<file path="src/rtl/pe_ctrl_pkg.sv">
// Shared defaults and the modulo-increment helper for the PE array address sequencer.
package pe_ctrl_pkg;

  localparam int W_PE_GROUP_SIZE_DEF   = 4;
  localparam int O_PE_GROUP_SIZE_DEF   = 4;
  localparam int I_PE_GROUP_SIZE_DEF   = W_PE_GROUP_SIZE_DEF + O_PE_GROUP_SIZE_DEF - 1;
  localparam int W_PE_ADDR_WIDTH_DEF   = 2;
  localparam int O_PE_ADDR_WIDTH_DEF   = 2;
  localparam int I_PE_ADDR_WIDTH_DEF   = 3;
  localparam int I_BLOCK_COUNT_DEF     = 4;
  localparam int I_BLOCK_COUNT_WIDTH_DEF = 2;

  // Next value of a counter that runs 0..size-1 and then returns to 0.
  function automatic int wrap_inc(input int addr, input int size);
    return (addr == size - 1) ? 0 : addr + 1;
  endfunction

endpackage

</file>
<file path="src/rtl/pe_controller_if.sv">
// Scheduler <-> address sequencer bundle. Optional wrap flags exist only with PE_CTRL_WRAP_FLAGS_EN.
interface pe_controller_if #(
  parameter int W_PEAddrWidth     = 2,
  parameter int I_PEAddrWidth     = 3,
  parameter int O_PEAddrWidth     = 2,
  parameter int I_BlockCountWidth = 2
);
  // Enables are single-cycle strobes with no backpressure: an enable high at a
  // rising edge is always consumed at that edge; addresses are valid every cycle.
  logic                         EN_W;
  logic                         EN_I;
  logic                         EN_O_In;
  logic                         EN_O_Out;
  logic [W_PEAddrWidth-1:0]     W_PEAddr;
  logic [I_PEAddrWidth-1:0]     I_PEAddr;
  logic [O_PEAddrWidth-1:0]     O_In_PEAddr;
  logic [O_PEAddrWidth-1:0]     O_Out_PEAddr;
  logic [I_BlockCountWidth-1:0] I_BlockIdx;
`ifdef PE_CTRL_WRAP_FLAGS_EN
  logic                         W_Wrap;
  logic                         I_Wrap;
  logic                         O_In_Wrap;
  logic                         O_Out_Wrap;
  logic                         I_PassDone;

  modport master (
    output EN_W, EN_I, EN_O_In, EN_O_Out,
    input  W_PEAddr, I_PEAddr, O_In_PEAddr, O_Out_PEAddr, I_BlockIdx,
    input  W_Wrap, I_Wrap, O_In_Wrap, O_Out_Wrap, I_PassDone
  );
  modport slave (
    input  EN_W, EN_I, EN_O_In, EN_O_Out,
    output W_PEAddr, I_PEAddr, O_In_PEAddr, O_Out_PEAddr, I_BlockIdx,
    output W_Wrap, I_Wrap, O_In_Wrap, O_Out_Wrap, I_PassDone
  );
`else
  modport master (
    output EN_W, EN_I, EN_O_In, EN_O_Out,
    input  W_PEAddr, I_PEAddr, O_In_PEAddr, O_Out_PEAddr, I_BlockIdx
  );
  modport slave (
    input  EN_W, EN_I, EN_O_In, EN_O_Out,
    output W_PEAddr, I_PEAddr, O_In_PEAddr, O_Out_PEAddr, I_BlockIdx
  );
`endif
endinterface

</file>
<file path="src/rtl/pe_mod_counter.sv">
// Enable-driven modulo-SIZE counter; wrap marks the enabled cycle that returns it to 0.
module pe_mod_counter
  import pe_ctrl_pkg::*;
#(
  parameter int SIZE  = 4,
  parameter int WIDTH = 2
) (
  input  logic             clk,
  input  logic             sclr_n,
  input  logic             en,
  output logic [WIDTH-1:0] addr,
  output logic             wrap
);

  if ((SIZE < 1) || ((SIZE - 1) >= (1 << WIDTH))) begin : g_bad_width
    $error("pe_mod_counter: WIDTH=%0d cannot hold SIZE-1=%0d", WIDTH, SIZE - 1);
  end

  // Combinational: tells the parent this edge takes the counter from SIZE-1 to 0.
  assign wrap = en && (addr == WIDTH'(SIZE - 1));

  always_ff @(posedge clk) begin
    if (!sclr_n) begin
      addr <= '0;
    end else if (en) begin
      addr <= WIDTH'(wrap_inc(int'(32'(addr)), SIZE));
    end
  end

endmodule

</file>
<file path="src/rtl/pe_controller.sv">
// Address sequencer for a 1-D PE array: four modulo counters plus an input-block index.
// Optional registered wrap/pass flags are built only when PE_CTRL_WRAP_FLAGS_EN is defined.
module pe_controller
  import pe_ctrl_pkg::*;
#(
  parameter int W_PEGroupSize     = W_PE_GROUP_SIZE_DEF,
  parameter int O_PEGroupSize     = O_PE_GROUP_SIZE_DEF,
  parameter int I_PEGroupSize     = W_PEGroupSize + O_PEGroupSize - 1,
  parameter int W_PEAddrWidth     = W_PE_ADDR_WIDTH_DEF,
  parameter int O_PEAddrWidth     = O_PE_ADDR_WIDTH_DEF,
  parameter int I_PEAddrWidth     = I_PE_ADDR_WIDTH_DEF,
  parameter int I_BlockCount      = I_BLOCK_COUNT_DEF,
  parameter int I_BlockCountWidth = I_BLOCK_COUNT_WIDTH_DEF
) (
  input  logic           clk,
  input  logic           sclr_n,
  pe_controller_if.slave bus
);

  if ((I_BlockCount < 1) || ((I_BlockCount - 1) >= (1 << I_BlockCountWidth))) begin : g_bad_blk
    $error("pe_controller: I_BlockCountWidth=%0d cannot hold %0d", I_BlockCountWidth, I_BlockCount - 1);
  end

  logic w_wrap;
  logic i_wrap;
  logic o_in_wrap;
  logic o_out_wrap;
  logic [I_BlockCountWidth-1:0] blk_idx;
  logic blk_last;

  pe_mod_counter #(.SIZE(W_PEGroupSize), .WIDTH(W_PEAddrWidth)) u_w_cnt (
    .clk(clk), .sclr_n(sclr_n), .en(bus.EN_W), .addr(bus.W_PEAddr), .wrap(w_wrap)
  );

  pe_mod_counter #(.SIZE(I_PEGroupSize), .WIDTH(I_PEAddrWidth)) u_i_cnt (
    .clk(clk), .sclr_n(sclr_n), .en(bus.EN_I), .addr(bus.I_PEAddr), .wrap(i_wrap)
  );

  pe_mod_counter #(.SIZE(O_PEGroupSize), .WIDTH(O_PEAddrWidth)) u_o_in_cnt (
    .clk(clk), .sclr_n(sclr_n), .en(bus.EN_O_In), .addr(bus.O_In_PEAddr), .wrap(o_in_wrap)
  );

  pe_mod_counter #(.SIZE(O_PEGroupSize), .WIDTH(O_PEAddrWidth)) u_o_out_cnt (
    .clk(clk), .sclr_n(sclr_n), .en(bus.EN_O_Out), .addr(bus.O_Out_PEAddr), .wrap(o_out_wrap)
  );

  assign blk_last = (blk_idx == I_BlockCountWidth'(I_BlockCount - 1));

  // One input block is one complete I sweep, so the index steps on the I wrap.
  always_ff @(posedge clk) begin
    if (!sclr_n) begin
      blk_idx <= '0;
    end else if (i_wrap) begin
      blk_idx <= blk_last ? '0 : blk_idx + 1'b1;
    end
  end

  assign bus.I_BlockIdx = blk_idx;

`ifdef PE_CTRL_WRAP_FLAGS_EN
  always_ff @(posedge clk) begin
    if (!sclr_n) begin
      bus.W_Wrap     <= 1'b0;
      bus.I_Wrap     <= 1'b0;
      bus.O_In_Wrap  <= 1'b0;
      bus.O_Out_Wrap <= 1'b0;
      bus.I_PassDone <= 1'b0;
    end else begin
      bus.W_Wrap     <= w_wrap;
      bus.I_Wrap     <= i_wrap;
      bus.O_In_Wrap  <= o_in_wrap;
      bus.O_Out_Wrap <= o_out_wrap;
      bus.I_PassDone <= i_wrap && blk_last;
    end
  end
`else
  logic unused_wraps;
  assign unused_wraps = ^{w_wrap, o_in_wrap, o_out_wrap};
`endif

endmodule

</file>
<file path="src/flat_wrapper.sv">
// flat-port wrapper written by rule: the top's interface ports become plain ports
module pe_controller_flat import pe_ctrl_pkg::*;
#(
  parameter int W_PEGroupSize     = W_PE_GROUP_SIZE_DEF,
  parameter int O_PEGroupSize     = O_PE_GROUP_SIZE_DEF,
  parameter int I_PEGroupSize     = W_PEGroupSize + O_PEGroupSize - 1,
  parameter int W_PEAddrWidth     = W_PE_ADDR_WIDTH_DEF,
  parameter int O_PEAddrWidth     = O_PE_ADDR_WIDTH_DEF,
  parameter int I_PEAddrWidth     = I_PE_ADDR_WIDTH_DEF,
  parameter int I_BlockCount      = I_BLOCK_COUNT_DEF,
  parameter int I_BlockCountWidth = I_BLOCK_COUNT_WIDTH_DEF
)
  (clk, sclr_n, bus_EN_W, bus_EN_I, bus_EN_O_In, bus_EN_O_Out, bus_W_PEAddr, bus_I_PEAddr, bus_O_In_PEAddr, bus_O_Out_PEAddr, bus_I_BlockIdx);
  pe_controller_if #(.W_PEAddrWidth(W_PEAddrWidth), .I_PEAddrWidth(I_PEAddrWidth), .O_PEAddrWidth(O_PEAddrWidth), .I_BlockCountWidth(I_BlockCountWidth)) bus_i ();
  input  logic clk;
  input  logic sclr_n;
  input wire logic [$bits(bus_i.EN_W)-1:0] bus_EN_W;
  input wire logic [$bits(bus_i.EN_I)-1:0] bus_EN_I;
  input wire logic [$bits(bus_i.EN_O_In)-1:0] bus_EN_O_In;
  input wire logic [$bits(bus_i.EN_O_Out)-1:0] bus_EN_O_Out;
  output wire logic [$bits(bus_i.W_PEAddr)-1:0] bus_W_PEAddr;
  output wire logic [$bits(bus_i.I_PEAddr)-1:0] bus_I_PEAddr;
  output wire logic [$bits(bus_i.O_In_PEAddr)-1:0] bus_O_In_PEAddr;
  output wire logic [$bits(bus_i.O_Out_PEAddr)-1:0] bus_O_Out_PEAddr;
  output wire logic [$bits(bus_i.I_BlockIdx)-1:0] bus_I_BlockIdx;
  assign bus_i.EN_W = bus_EN_W;
  assign bus_i.EN_I = bus_EN_I;
  assign bus_i.EN_O_In = bus_EN_O_In;
  assign bus_i.EN_O_Out = bus_EN_O_Out;
  assign bus_W_PEAddr = bus_i.W_PEAddr;
  assign bus_I_PEAddr = bus_i.I_PEAddr;
  assign bus_O_In_PEAddr = bus_i.O_In_PEAddr;
  assign bus_O_Out_PEAddr = bus_i.O_Out_PEAddr;
  assign bus_I_BlockIdx = bus_i.I_BlockIdx;
  pe_controller #(.W_PEGroupSize(W_PEGroupSize), .O_PEGroupSize(O_PEGroupSize), .I_PEGroupSize(I_PEGroupSize), .W_PEAddrWidth(W_PEAddrWidth), .O_PEAddrWidth(O_PEAddrWidth), .I_PEAddrWidth(I_PEAddrWidth), .I_BlockCount(I_BlockCount), .I_BlockCountWidth(I_BlockCountWidth)) u_core (.clk(clk), .sclr_n(sclr_n), .bus(bus_i));
endmodule
</file>
<file path="config.mk">
export PLATFORM = sky130hd
export DESIGN_NAME = pe_controller_flat
export DESIGN_NICKNAME = d
export VERILOG_FILES = /design/src/rtl/pe_ctrl_pkg.sv /design/src/rtl/pe_controller_if.sv /design/src/rtl/pe_mod_counter.sv /design/src/rtl/pe_controller.sv /design/src/flat_wrapper.sv
export SDC_FILE = /design/constraint.sdc
export NUM_CORES = 1
export LEC_CHECK = 0
export ABC_AREA = 1
export CAP_MARGIN = 5
export CORE_AREA = 5 5 42 44
export CTS_BUF_LIST = sky130_fd_sc_hd__clkbuf_2
export DETAILED_ROUTE_END_ITERATION = 16
export DIE_AREA = 0 0 47 49
export HOLD_SLACK_MARGIN = 0.15
export PLACE_DENSITY_LB_ADDON = 0.12
export SLEW_MARGIN = 20
export SYNTH_ARGS = -nofsm -noshare
export SYNTH_HDL_FRONTEND = slang
export SYNTH_HIERARCHICAL = 1
export SYNTH_SLANG_ARGS = --single-unit
</file>
<file path="constraint.sdc">
create_clock -name clk -period 1.35 [get_ports clk]
set_clock_uncertainty 0.2 [all_clocks]
set_input_delay 0.27 -clock clk [delete_from_list [all_inputs] [get_ports clk]]
set_output_delay 0.27 -clock clk [all_outputs]
set_load 0.05 [all_outputs]
</file>
==> impl_summary.md <==
Run status
The run finished with clean final reports.

Yosys
The combined area of all synthesized cells is 525.5 um2. Dividing the synthesized area by the synthesized cell count gives 7.101 um2. The net count of the mapped netlist is 84. The synthesis warning total is 6. Synthesis produced 74 cells.

Final layout
The library cell used most frequently in the layout, excluding fill and tap cells, is sky130_fd_sc_hd__nand2_1. In the final layout, the share of cells above drive strength 1 is 0.3438. The signed area change from the synthesized netlist to the final layout is 67.38%. The post-layout utilization of the core is 0.6277. The net count of the finished layout is 107.

The footprint of the flip-flops and latches is 236.5 um2. The multi-input combinational cells in the finished layout cover a total of 249.0 um2. Counting the fill cells in the layout gives 133. Once layout is complete, the cells apart from fillers number 112. The library cells used most frequently in the layout, excluding fill and tap cells, are sky130_fd_sc_hd__nand2_1 (19), sky130_fd_sc_hd__inv_1 (15), sky130_fd_sc_hd__buf_12 (12), sky130_fd_sc_hd__nor2_1 (11), sky130_fd_sc_hd__dfxtp_2 (10). 0 antenna diodes ended up in the layout.

Min path
The class of the most critical hold timing path is flop to flop. The worst hold path startpoint is u_core/bus.I_BlockIdx[0]. The hold-critical path depth is 2. The hold-critical path endpoint is u_core/bus.I_BlockIdx[0].

CTS
Counting along the longest clock path gives a buffer depth of 2. Clock latency on the worst-skew pair, taken at its later pin, is 0.25 ns. TritonCTS built the clock tree. In this run the number of H-tree levels came out at 1. The post-cts repair resize count is 1. In this run, CTS created clock tree buffers numbering 3. The number of sinks handled by clock tree synthesis is 11. The clock tree root driver cell is sky130_fd_sc_hd__clkbuf_2. Buffers added to address setup during post-CTS repair amount to 0. The clock transition at the register clock pins on the worst setup and hold paths after CTS is 0.11 ns.

The number of hold buffers added after cts is 0.

Setup path
In this run the register-to-register setup slack is 0.15 ns. STA puts the critical path data arrival time at 1.24 ns. The startpoint identified for the worst register-to-register timing path is u_core/u_i_cnt/addr[2]. The kind of cell adding the most delay to the critical path is buffers and inverters. The worst setup path is of the input port to flop kind. The critical path goes through clkdlybuf4s50_1, nand3_1, nor2_1, inv_1, nor2_1, nor2_1. The total buffers and inverters traversed by the critical path is 2. The highest net fanout along the worst path is 4. The worst setup path is launched from an input port. The largest individual stage delay along the critical path comes from the cell sky130_fd_sc_hd__clkdlybuf4s50_1. The most common cell type on the critical path is sky130_fd_sc_hd__nor2_1. On the worst path, the slowest cell contributes a delay of 0.47 ns. For the worst setup path, the data required time is 1.30 ns. For the worst flop-to-flop path, the logic depth is 5. The endpoint kind of the worst setup timing path is a flop. The endpoint of the lowest-slack register-to-register path is u_core/bus.I_BlockIdx[1].

Timing
Measured against its own limit, the worst slew margin works out to 0.8509. The final setup slack of the worst path is 0.06450 ns. The number of slew-limit violations in the final report came to 0.

Of the available clock period, the critical path in the final layout requires 0.9522. The highest clock rate is 777.9 MHz. The worst path needs 1.286 ns of the cycle, external delays included. The count of endpoints failing setup in the final report is 0. Setup repair after global routing left no endpoint under its margin. The tightest hold path in the finished design has a slack of 0.3046 ns. At the pin with the least slew margin, the transition time is 0.2229 ns. The final total negative setup slack is 0 ns. The final-report hold violation count is 0.

Detailed routing
The iteration count of the initial detailed-routing pass is 4. After detailed routing, the number of vias per cell comes to 4.500. In this run the remaining antenna-violating nets after routing total 0.

The routed wire length per instance is 9.170 um. The sum of routed wire length over all layers is 1.027 mm. Detailed routing inserted a total of 504 vias.

For this run, design rule violations remaining after detail routing come to 0. For this block, the initial DRC count from the detailed router was 9.

Power and ir drop
The power density over cell area is 919.0 mW/mm2. The total leakage power is 0.4078 nW. The worst ir drop on vdd is 0.4779 mV.

GRT
The overall global routing resource usage is 0.1086. The met1 usage in global routing is 0.1457. The global-route wire length before repair is 1.821 mm. The number of global-route vias before repair is 465.

The pin count of the biggest net entering global routing is 12. met1 is the most crowded layer. In the global route stage, met3 resource usage came out at 0.03690. For met2 alone, demand over resource in global routing was 0.1425. The number of antenna violations at the first check in global routing is 0. The total global routing overflow is 0.

Floorplan
The number of placement rows is 14. In this run the horizontal extent of the chip is 47 um. The region available for standard cell placement spans 0.001401 mm2.

The initial core utilization is 0.3750. The die outline area is 0.002303 mm2. The top-level I/O count is 17. The overall die height is 49 um.

Place
Input and output buffers added on the ports amount to 16. The worst setup slack before clock tree synthesis is -0.2132 ns. The congestion estimate from routability-driven global placement came to 0.7352. The placed cell count is 108. Detailed placement ended at an HPWL of 782.6 um.

Flow run
The number of violations of the max-capacitance limit is 0.
-- power breakdown --
group | internal (mW) | switching, mW
Combinational | 0.121 | 0.122
Clock | 0.0787 | 0.107
Sequential | 0.349 | 0.0310
-- state kept, by name, indices dropped and copies added (netlist names) --
register,cells
u_core/u_o_in_cnt/addr,2
u_core/u_o_out_cnt/addr,2
u_core/bus.I_BlockIdx,2
u_core/u_w_cnt/addr,2
u_core/u_i_cnt/addr,3
-- how the worst max path moves through the flow --
stage,end,startpoint,slack (ns),cells after the start
6_report,u_core/bus.I_BlockIdx[1],bus_EN_I,0.06,6
2_1_floorplan,u_core/bus.I_BlockIdx[1],u_core/u_i_cnt/addr[0],0.01,3
3_3_place_gp,u_core/bus.I_BlockIdx[1],bus_EN_I,-0.17,6
5_1_grt,bus_I_PEAddr[2],u_core/u_i_cnt/addr[2],0.007,1
4_1_cts,bus_I_PEAddr[1],u_core/u_i_cnt/addr[1],0.04,1
3_5_place_dp,u_core/bus.I_BlockIdx[1],bus_EN_I,-0.21,6
-- layer usage --
metal,share of wire,vias to the layer above
met5,0,-
met4,0.012,0
met3,0.065,2
met2,0.44,13
met1,0.48,218
li1,-,271
-- metrics by stage --
stage          area [um2]  power (mW)
2_1_floorplan       538.0      0.4974
3_3_place_gp        855.8      0.6302
3_5_place_dp        855.8      0.6324
4_1_cts             877.1      0.8269
5_1_grt             879.6      0.8589
6_report            879.6      0.8083
-- worst min-delay path: stages, from the launching register on --
cell,delay (ns)
sky130_fd_sc_hd__dfxtp_2,0.36
sky130_fd_sc_hd__inv_1,0.07
sky130_fd_sc_hd__a21oi_2,0.05
-- cell type report --
| class | instances | area share |
|---|---|---|
| sequential | 11 | 0.2688 |
| tap | 16 | 0.02276 |
| clock buffer | 4 | 0.02276 |
| timing repair buffer | 18 | 0.3385 |
| inverter | 15 | 0.06401 |
| multi-input combinational | 48 | 0.2831 |
(Power assumes the default switching activity.)
